===== src/rtl/nibble_scan_ctrl.sv =====
// nibble_scan_ctrl: sweeps the nibble-select lane index from a base lane for a
// programmed number of lanes, captures each selected nibble into a single-entry
// output register and streams it out over a valid/ready handshake.
module nibble_scan_ctrl #(
   parameter int unsigned SEL_W = 8,
   parameter int unsigned CNT_W = SEL_W + 1
) (
   input  logic                      clk,
   input  logic                      resetn,
   input  logic [4*(2**SEL_W)-1:0]   in,
   input  logic                      start,
   input  logic [SEL_W-1:0]          base,
   input  logic [CNT_W-1:0]          count,
   output logic [SEL_W-1:0]          sel,
   output logic [3:0]                out_data,
   output logic                      out_valid,
   input  logic                      out_ready,
   output logic                      out_last,
   output logic                      busy,
   output logic                      done
);

   localparam logic [1:0] StIdle  = 2'd0;
   localparam logic [1:0] StRun   = 2'd1;
   localparam logic [1:0] StDrain = 2'd2;

   localparam logic [CNT_W-1:0] NumLanes = CNT_W'(2**SEL_W);

   logic [1:0]       state_q, state_d;
   logic [SEL_W-1:0] sel_q, sel_d;
   logic [CNT_W-1:0] rem_q, rem_d;
   logic [3:0]       data_q, data_d;
   logic             valid_q, valid_d;
   logic             last_q, last_d;
   logic             busy_q, busy_d;
   logic             done_q, done_d;
   logic             capture;
   logic             last_xfer;

   // Next-state: command acceptance, per-lane capture and final-beat drain.
   always_comb begin
      state_d   = state_q;
      sel_d     = sel_q;
      rem_d     = rem_q;
      data_d    = data_q;
      valid_d   = valid_q;
      last_d    = last_q;
      busy_d    = busy_q;
      done_d    = 1'b0;
      // The output register is free when empty or being drained this cycle.
      capture   = (state_q == StRun) && (!valid_q || out_ready);
      last_xfer = valid_q && out_ready && last_q;

      case (state_q)
         StIdle: begin
            if (start) begin
               if (count == '0) begin
                  // Zero-length command completes immediately without a scan.
                  done_d = 1'b1;
               end else begin
                  sel_d   = base;
                  rem_d   = (count > NumLanes) ? NumLanes : count;
                  busy_d  = 1'b1;
                  state_d = StRun;
               end
            end
         end
         StRun: begin
            if (capture) begin
               data_d  = in[{sel_q, 2'b00} +: 4];
               valid_d = 1'b1;
               last_d  = (rem_q == CNT_W'(1));
               sel_d   = sel_q + SEL_W'(1);
               rem_d   = rem_q - CNT_W'(1);
               if (rem_q == CNT_W'(1)) begin
                  state_d = StDrain;
               end
            end
         end
         StDrain: begin
            if (last_xfer) begin
               valid_d = 1'b0;
               last_d  = 1'b0;
               busy_d  = 1'b0;
               done_d  = 1'b1;
               state_d = StIdle;
            end
         end
         default: begin
            state_d = StIdle;
            valid_d = 1'b0;
            last_d  = 1'b0;
            busy_d  = 1'b0;
         end
      endcase
   end

   // State registers with synchronous active-low reset; reset drops any pending beat.
   always_ff @(posedge clk) begin
      if (!resetn) begin
         state_q <= StIdle;
         sel_q   <= '0;
         rem_q   <= '0;
         data_q  <= '0;
         valid_q <= 1'b0;
         last_q  <= 1'b0;
         busy_q  <= 1'b0;
         done_q  <= 1'b0;
      end else begin
         state_q <= state_d;
         sel_q   <= sel_d;
         rem_q   <= rem_d;
         data_q  <= data_d;
         valid_q <= valid_d;
         last_q  <= last_d;
         busy_q  <= busy_d;
         done_q  <= done_d;
      end
   end

   assign sel       = sel_q;
   assign out_data  = data_q;
   assign out_valid = valid_q;
   assign out_last  = last_q;
   assign busy      = busy_q;
   assign done      = done_q;

endmodule


===== config.mk =====
export PLATFORM = sky130hd
export DESIGN_NAME = nibble_scan_ctrl
export DESIGN_NICKNAME = d
export VERILOG_FILES = /design/src/rtl/nibble_scan_ctrl.sv
export SDC_FILE = /design/constraint.sdc
export NUM_CORES = 1
export LEC_CHECK = 0
export BUFFER_PORTS_ARGS = -buffer_cell sky130_fd_sc_hd__buf_2
export CAP_MARGIN = 20
export CORE_AREA = 2 2 413 415
export DETAILED_ROUTE_END_ITERATION = 10
export DIE_AREA = 0 0 415 417
export GPL_TIMING_DRIVEN = 0
export PLACE_DENSITY = 0.3
export RECOVER_POWER = 50
export SETUP_SLACK_MARGIN = 0.4
export SYNTH_ARGS = -nofsm -noshare
export SYNTH_HDL_FRONTEND = slang
export SYNTH_SLANG_ARGS = --single-unit

===== constraint.sdc =====
create_clock -name clk -period 3 [get_ports clk]
set_input_delay 0.3 -clock clk [delete_from_list [all_inputs] [get_ports clk]]
set_output_delay 0.3 -clock clk [all_outputs]
set_load 0.1 [all_outputs]

# ---- Word level (Yosys, flattened, before mapping)
# Index checks and enable logic that the tools add are counted.
dict set report word_totals {
  register_bits 27
  inputBits 1045
  output_inout_bits 16
  elab_cells 62
}
dict set report classes {
  n_addsub 2
  magnitude_cmp 1
  eq_ne 8
  shift 1
  n_mux 27
  bitwise_logic 2
  n_reduce_logical 13
}
# operator count
set ops {}
lappend ops {{variable part select 1024 x 11 -> 4 bit} 1}
lappend ops {{two-way mux 9 bit} 4}
lappend ops {{two-way mux 8 bit} 3}
lappend ops {{case mux 9 bit (2 select lines)} 1}
lappend ops {{case mux 8 bit (2 select lines)} 1}
lappend ops {{two-way mux 2 bit} 5}
lappend ops {{== test 9 x 1 -> 1 bit, second input constant} 1}
lappend ops {{> comparator 9 bit, second input constant} 1}
lappend ops {{logical NOT 9 bit} 1}
lappend ops {{case mux 1 bit (3 select lines)} 3}
lappend ops {{subtractor 9 x 1 -> 9 bit, second input constant} 1}
lappend ops {{adder 8 x 1 -> 8 bit, second input constant} 1}
lappend ops {{two-way mux 1 bit} 8}
lappend ops {{!= test 2 bit, second input constant} 4}
lappend ops {{AND reduction 4 bit} 2}
lappend ops {{case mux 2 bit (3 select lines)} 1}
lappend ops {{AND reduction 5 bit} 1}
lappend ops {{logical AND 1 bit} 3}
lappend ops {{AND reduction 3 bit} 1}
lappend ops {{== test 2 x 1 -> 1 bit, second input constant} 1}
lappend ops {{== test 2 bit, second input constant} 1}
lappend ops {{logical NOT 2 bit} 1}
lappend ops {{!= test 2 x 1 -> 1 bit, second input constant} 1}
lappend ops {{NOT 1 bit} 2}
lappend ops {{other kinds (5)} 5}

# ---- Depth between registers and ports, before layout
dict set report depth {
  ltp_word 5
  mapped_depth 12
  depth_no_buf 7
}

# ---- Worst setup path after synthesis
# No wires, ideal clock.
dict set report synth_path {
  kind {register to register}
  startpoint {register sel_q[1] (netlist: sel[1])}
  endpoint {register data_q[0] (netlist: out_data[0])}
  setup_time_ps 122
  t_arrival_ps 2937
  required_time_ps 2878
  slack_ps -59
  path_stages_with_launch 11
  path_buffers 4
  period_less_slack_ps 3059
  cell_sequence {dfxtp_1 buf_4 buf_2 buf_2 buf_2 mux4_2 a22oi_1 nand2_1 a22oi_1 nand2_1 a221o_1}
}
dict set report synth_between {
  elab_chain_len 1
}
# element line
set synth_rtl {}
lappend synth_rtl {{start: declaration} 30} ;# logic [SEL_W-1:0] sel_q, sel_d;
lappend synth_rtl {{start signal: assignment} 111} ;# sel_q <= sel_d;
lappend synth_rtl {{variable part select 1024 x 11 -> 4 bit} 70} ;# data_d = in[{sel_q, 2'b00} +: 4];
lappend synth_rtl {{end signal: assignment} 113} ;# data_q <= data_d;
lappend synth_rtl {{end: declaration} 32} ;# logic [3:0] data_q, data_d;
# No other way between the ends.
# A chain may end at the register's enable or synchronous reset.

# ---- Worst setup path in the final report
dict set report layout_path {
  startpoint {register sel_q[0] (netlist: sel[0])}
  endpoint {register data_q[1] (netlist: out_data[1])}
}
# Same word-level chain as after synthesis.

==> results.yml <==
status:
  status: "finished, violations left"
  violations: "negative setup slack"
setup_path:
  r2r-start: "sel[0]"
  critPathLaunchType: "flop"
  crit_required_ns: 3.17
  endpoint_kind: "flop"
  critPathKind: "flop to flop"
  crit_path_max_fanout: 7
  critPathArrivalTime_ns: 3.26
  r2r_slack_ns: -0.09
  crit_path_end: "out_data[1]"
  worstRegToRegCells: 12
  rr_endpoint: "out_data[1]"
  cp-startpoint: "sel[0]"
synth:
  avgSynthCellArea_um2: 10.0
  netlist.top_cell.by_area: "mux4_2"
  async_flop_share_pct: 0
  synth_edf_count: 0
  synthTopCellsByArea: "mux4_2 (39%), mux2i_1 (17%), dfxtp_1 (5.5%), a22oi_1 (4.5%), o221ai_1 (2.8%)"
  yosysWarnings: 0
  syn_inst: 987
  synth.most_common_cell: "mux2i_1"
  synth_cell_type_count: 57
  dominantRegCellSynth: "dfxtp_1"
  seq_area_frac_synth_pct: 5.45
  ys_top_cells_by_count: "mux2i_1 (172), mux4_2 (170), nand2_1 (65)"
  syn_nets: 2035
  synth_top_area_share_pct: 38.6
  syn_area_um2: 9910
  synth-seq-cells: 27
clock_network:
  root_buffer: "clkbuf_16"
  cts_tree: "yes"
  numCtsBuffers: 3
  clock-sinks: 27
  insertion_delay_ns: 0.28
  htreeDepth: 1
  clock_path_buffers: 2
  clkTransAtPathRegs_ns: 0.09
floorplanning:
  core_area_um2: 169000
  rows: 151
  initial_core_util_pct: 5.88
  die_w_um: 415
  ios: 1061
  die_y_um: 417
  dieArea_um2: 173000
timing:
  fin_skew_ns: 0.0101
  finalHoldViolCount: 0
  fin_crit_ns: 3.09
  finalCritPeriodShare_pct: 103
  setup_ws_ns: -0.0888
  max_clock_freq_ghz: 0.324
  slew-limit-headroom_pct: 2.04
  setup_viol: 2
  rsz0062_at_grt: "yes"
  worst_pin_slew_ns: 1.48
  final_max_slew_viol_count: 0
  hold-worst-slack_ns: 0.271
global_route:
  grt_use_met2_pct: 32.3
  globalRouteTotalUtil_pct: 17.8
  met1_usage_pct: 22.8
  grt_pass1_wl_mm: 195
  met3_usage_pct: 2.31
  overflow: 0
  grt_max_degree: 17
  busiest_layer: "met2"
  grt_pass1_vias: 16096
  antenna_found_initial: 79
layout:
  drive_above_1_share_pct: 70.2
  area_growth_pct: 105
  final_cells: 4387
  nFillCells: 19609
  final_nets: 3176
power_and_ir_drop:
  vdd_drop_max_uv: 175
  p_leak_nw: 8.15
  power.density_nw_per_um2: 326
detailed_routing:
  drtPass1Iterations: 5
  drtIter0Drc: 1269
  via_per_inst: 3.54
  drtAntennaViolNets: 0
  drc: 0
  wl_mm: 161
  dr_total_vias: 15530
  wl_per_cell_um: 36.7
place:
  gp_congestion: 0.932
  dp_cells: 4296
  portBuffers: 1060
  dpl.hpwl_mm: 143
flow_run:
  cap_violations: 0
worst_hold_path:
  min_path_type: "primary input to flop"
## flip-flops by register name (all words and copies together), names as in the netlist
name       count
busy           1
done           1
out_data       4
out_last       1
out_valid      1
rem_q          9
sel            8
state_q        2
## cell families (layout without fill, tap and decap cells)
group	Yosys count	in the layout	share of synthesized area (%)
flops	27	27	5.45
mux	346	346	56.9
xor+xnor	2	2	0.177
compound gates	298	298	20.5
other cells	0	42	0
buf+inv	124	1264	7.28
simple gates	187	187	9.25
fa+ha+maj	3	3	0.379
## cells in the final DEF (no fill, tap or decap), types with 22 or more instances in the layout
| cell type | instances |
|---|---|
| clkbuf_2 | 23 |
| o22ai_1 | 32 |
| o221ai_1 | 22 |
| a21oi_1 | 36 |
| mux2i_1 | 155 |
| diode_2 | 42 |
| nor2_1 | 23 |
| mux4_2 | 170 |
| clkbuf_1 | 28 |
| buf_2 | 1048 |
| dfxtp_1 | 22 |
| buf_8 | 23 |
| o21ai_0 | 40 |
| a22oi_1 | 54 |
| buf_4 | 51 |
| nand2_1 | 58 |
| buf_12 | 23 |
## power by group
group          total, W  switching [W]  internal (W)
Sequential     0.000459      0.0000544      0.000404
Clock          0.000350       0.000167      0.000183
Combinational   0.00581        0.00345       0.00237
Total           0.00662        0.00367       0.00296
## timing repair
item                       in CTS  in global routing
setup endpoints to repair      11                  5
gates cloned                    2                  0
buffers inserted               40                  3
gates resized for setup       286                 20
hold buffers                    0                  0
pin swaps                      30                 14
## through the flow
stage	util [%]	power (W)	setup slack, ns	instance area (um2)	setup TNS, ns
after floorplan	-	0.00278	0.462	9920	0
after detailed placement	10.9	0.00578	-1.91	18400	-8.55
after CTS	12.0	0.00675	-0.181	20200	-0.339
after global routing	12.0	0.00690	-0.183	20300	-0.400
final	12.1	0.00662	-0.0888	20300	-0.132
after global placement	10.7	0.00569	-3.72	18000	-19.90
## worst min-delay path by stage
stage                startpoint          end  slack (ns)  cells past startpoint
floorplan                resetn       sel[0]        0.42                      2
global placement    out_data[1]  out_data[1]        0.47                      1
detailed placement  out_data[3]  out_data[3]        0.48                      1
CTS                     base[4]       sel[4]        0.27                      3
global route            base[4]       sel[4]        0.28                      3
finish                  base[4]       sel[4]        0.27                      3
## final cells by class
cell class | instances | area [um2] | area share [%]
antenna | 42 | 105 | 0.517
multi-input combinational | 836 | 9310 | 45.8
clock inverter | 1 | 7.51 | 0.0369
inverter | 12 | 45.0 | 0.221
clock buffer | 3 | 75.1 | 0.369
buffer | 112 | 1310 | 6.42
tap | 2218 | 2780 | 13.6
sequential | 27 | 552 | 2.71
timing repair buffer | 1136 | 6160 | 30.3
## layer usage
| metal | share of wire [%] | wire length [um] |
|---|---|---|
| met5 | 0.071 | 114 |
| met2 | 51 | 82500 |
| met4 | 1.5 | 2420 |
| met1 | 42 | 68100 |
| met3 | 5.0 | 8060 |
## critical path: stages, from the launching register on
cell,delay (ns)
dfxtp_4,0.38
buf_8,0.14
buf_16,0.15
buf_16,0.15
buf_16,0.17
mux2i_4,0.46
o22ai_2,0.14
a2111oi_4,0.52
buf_6,0.20
a311o_1,0.12
nor4_2,0.06
buf_4,0.17
a221o_1,0.25
Note: power is estimated with default switching activity, not from simulation.
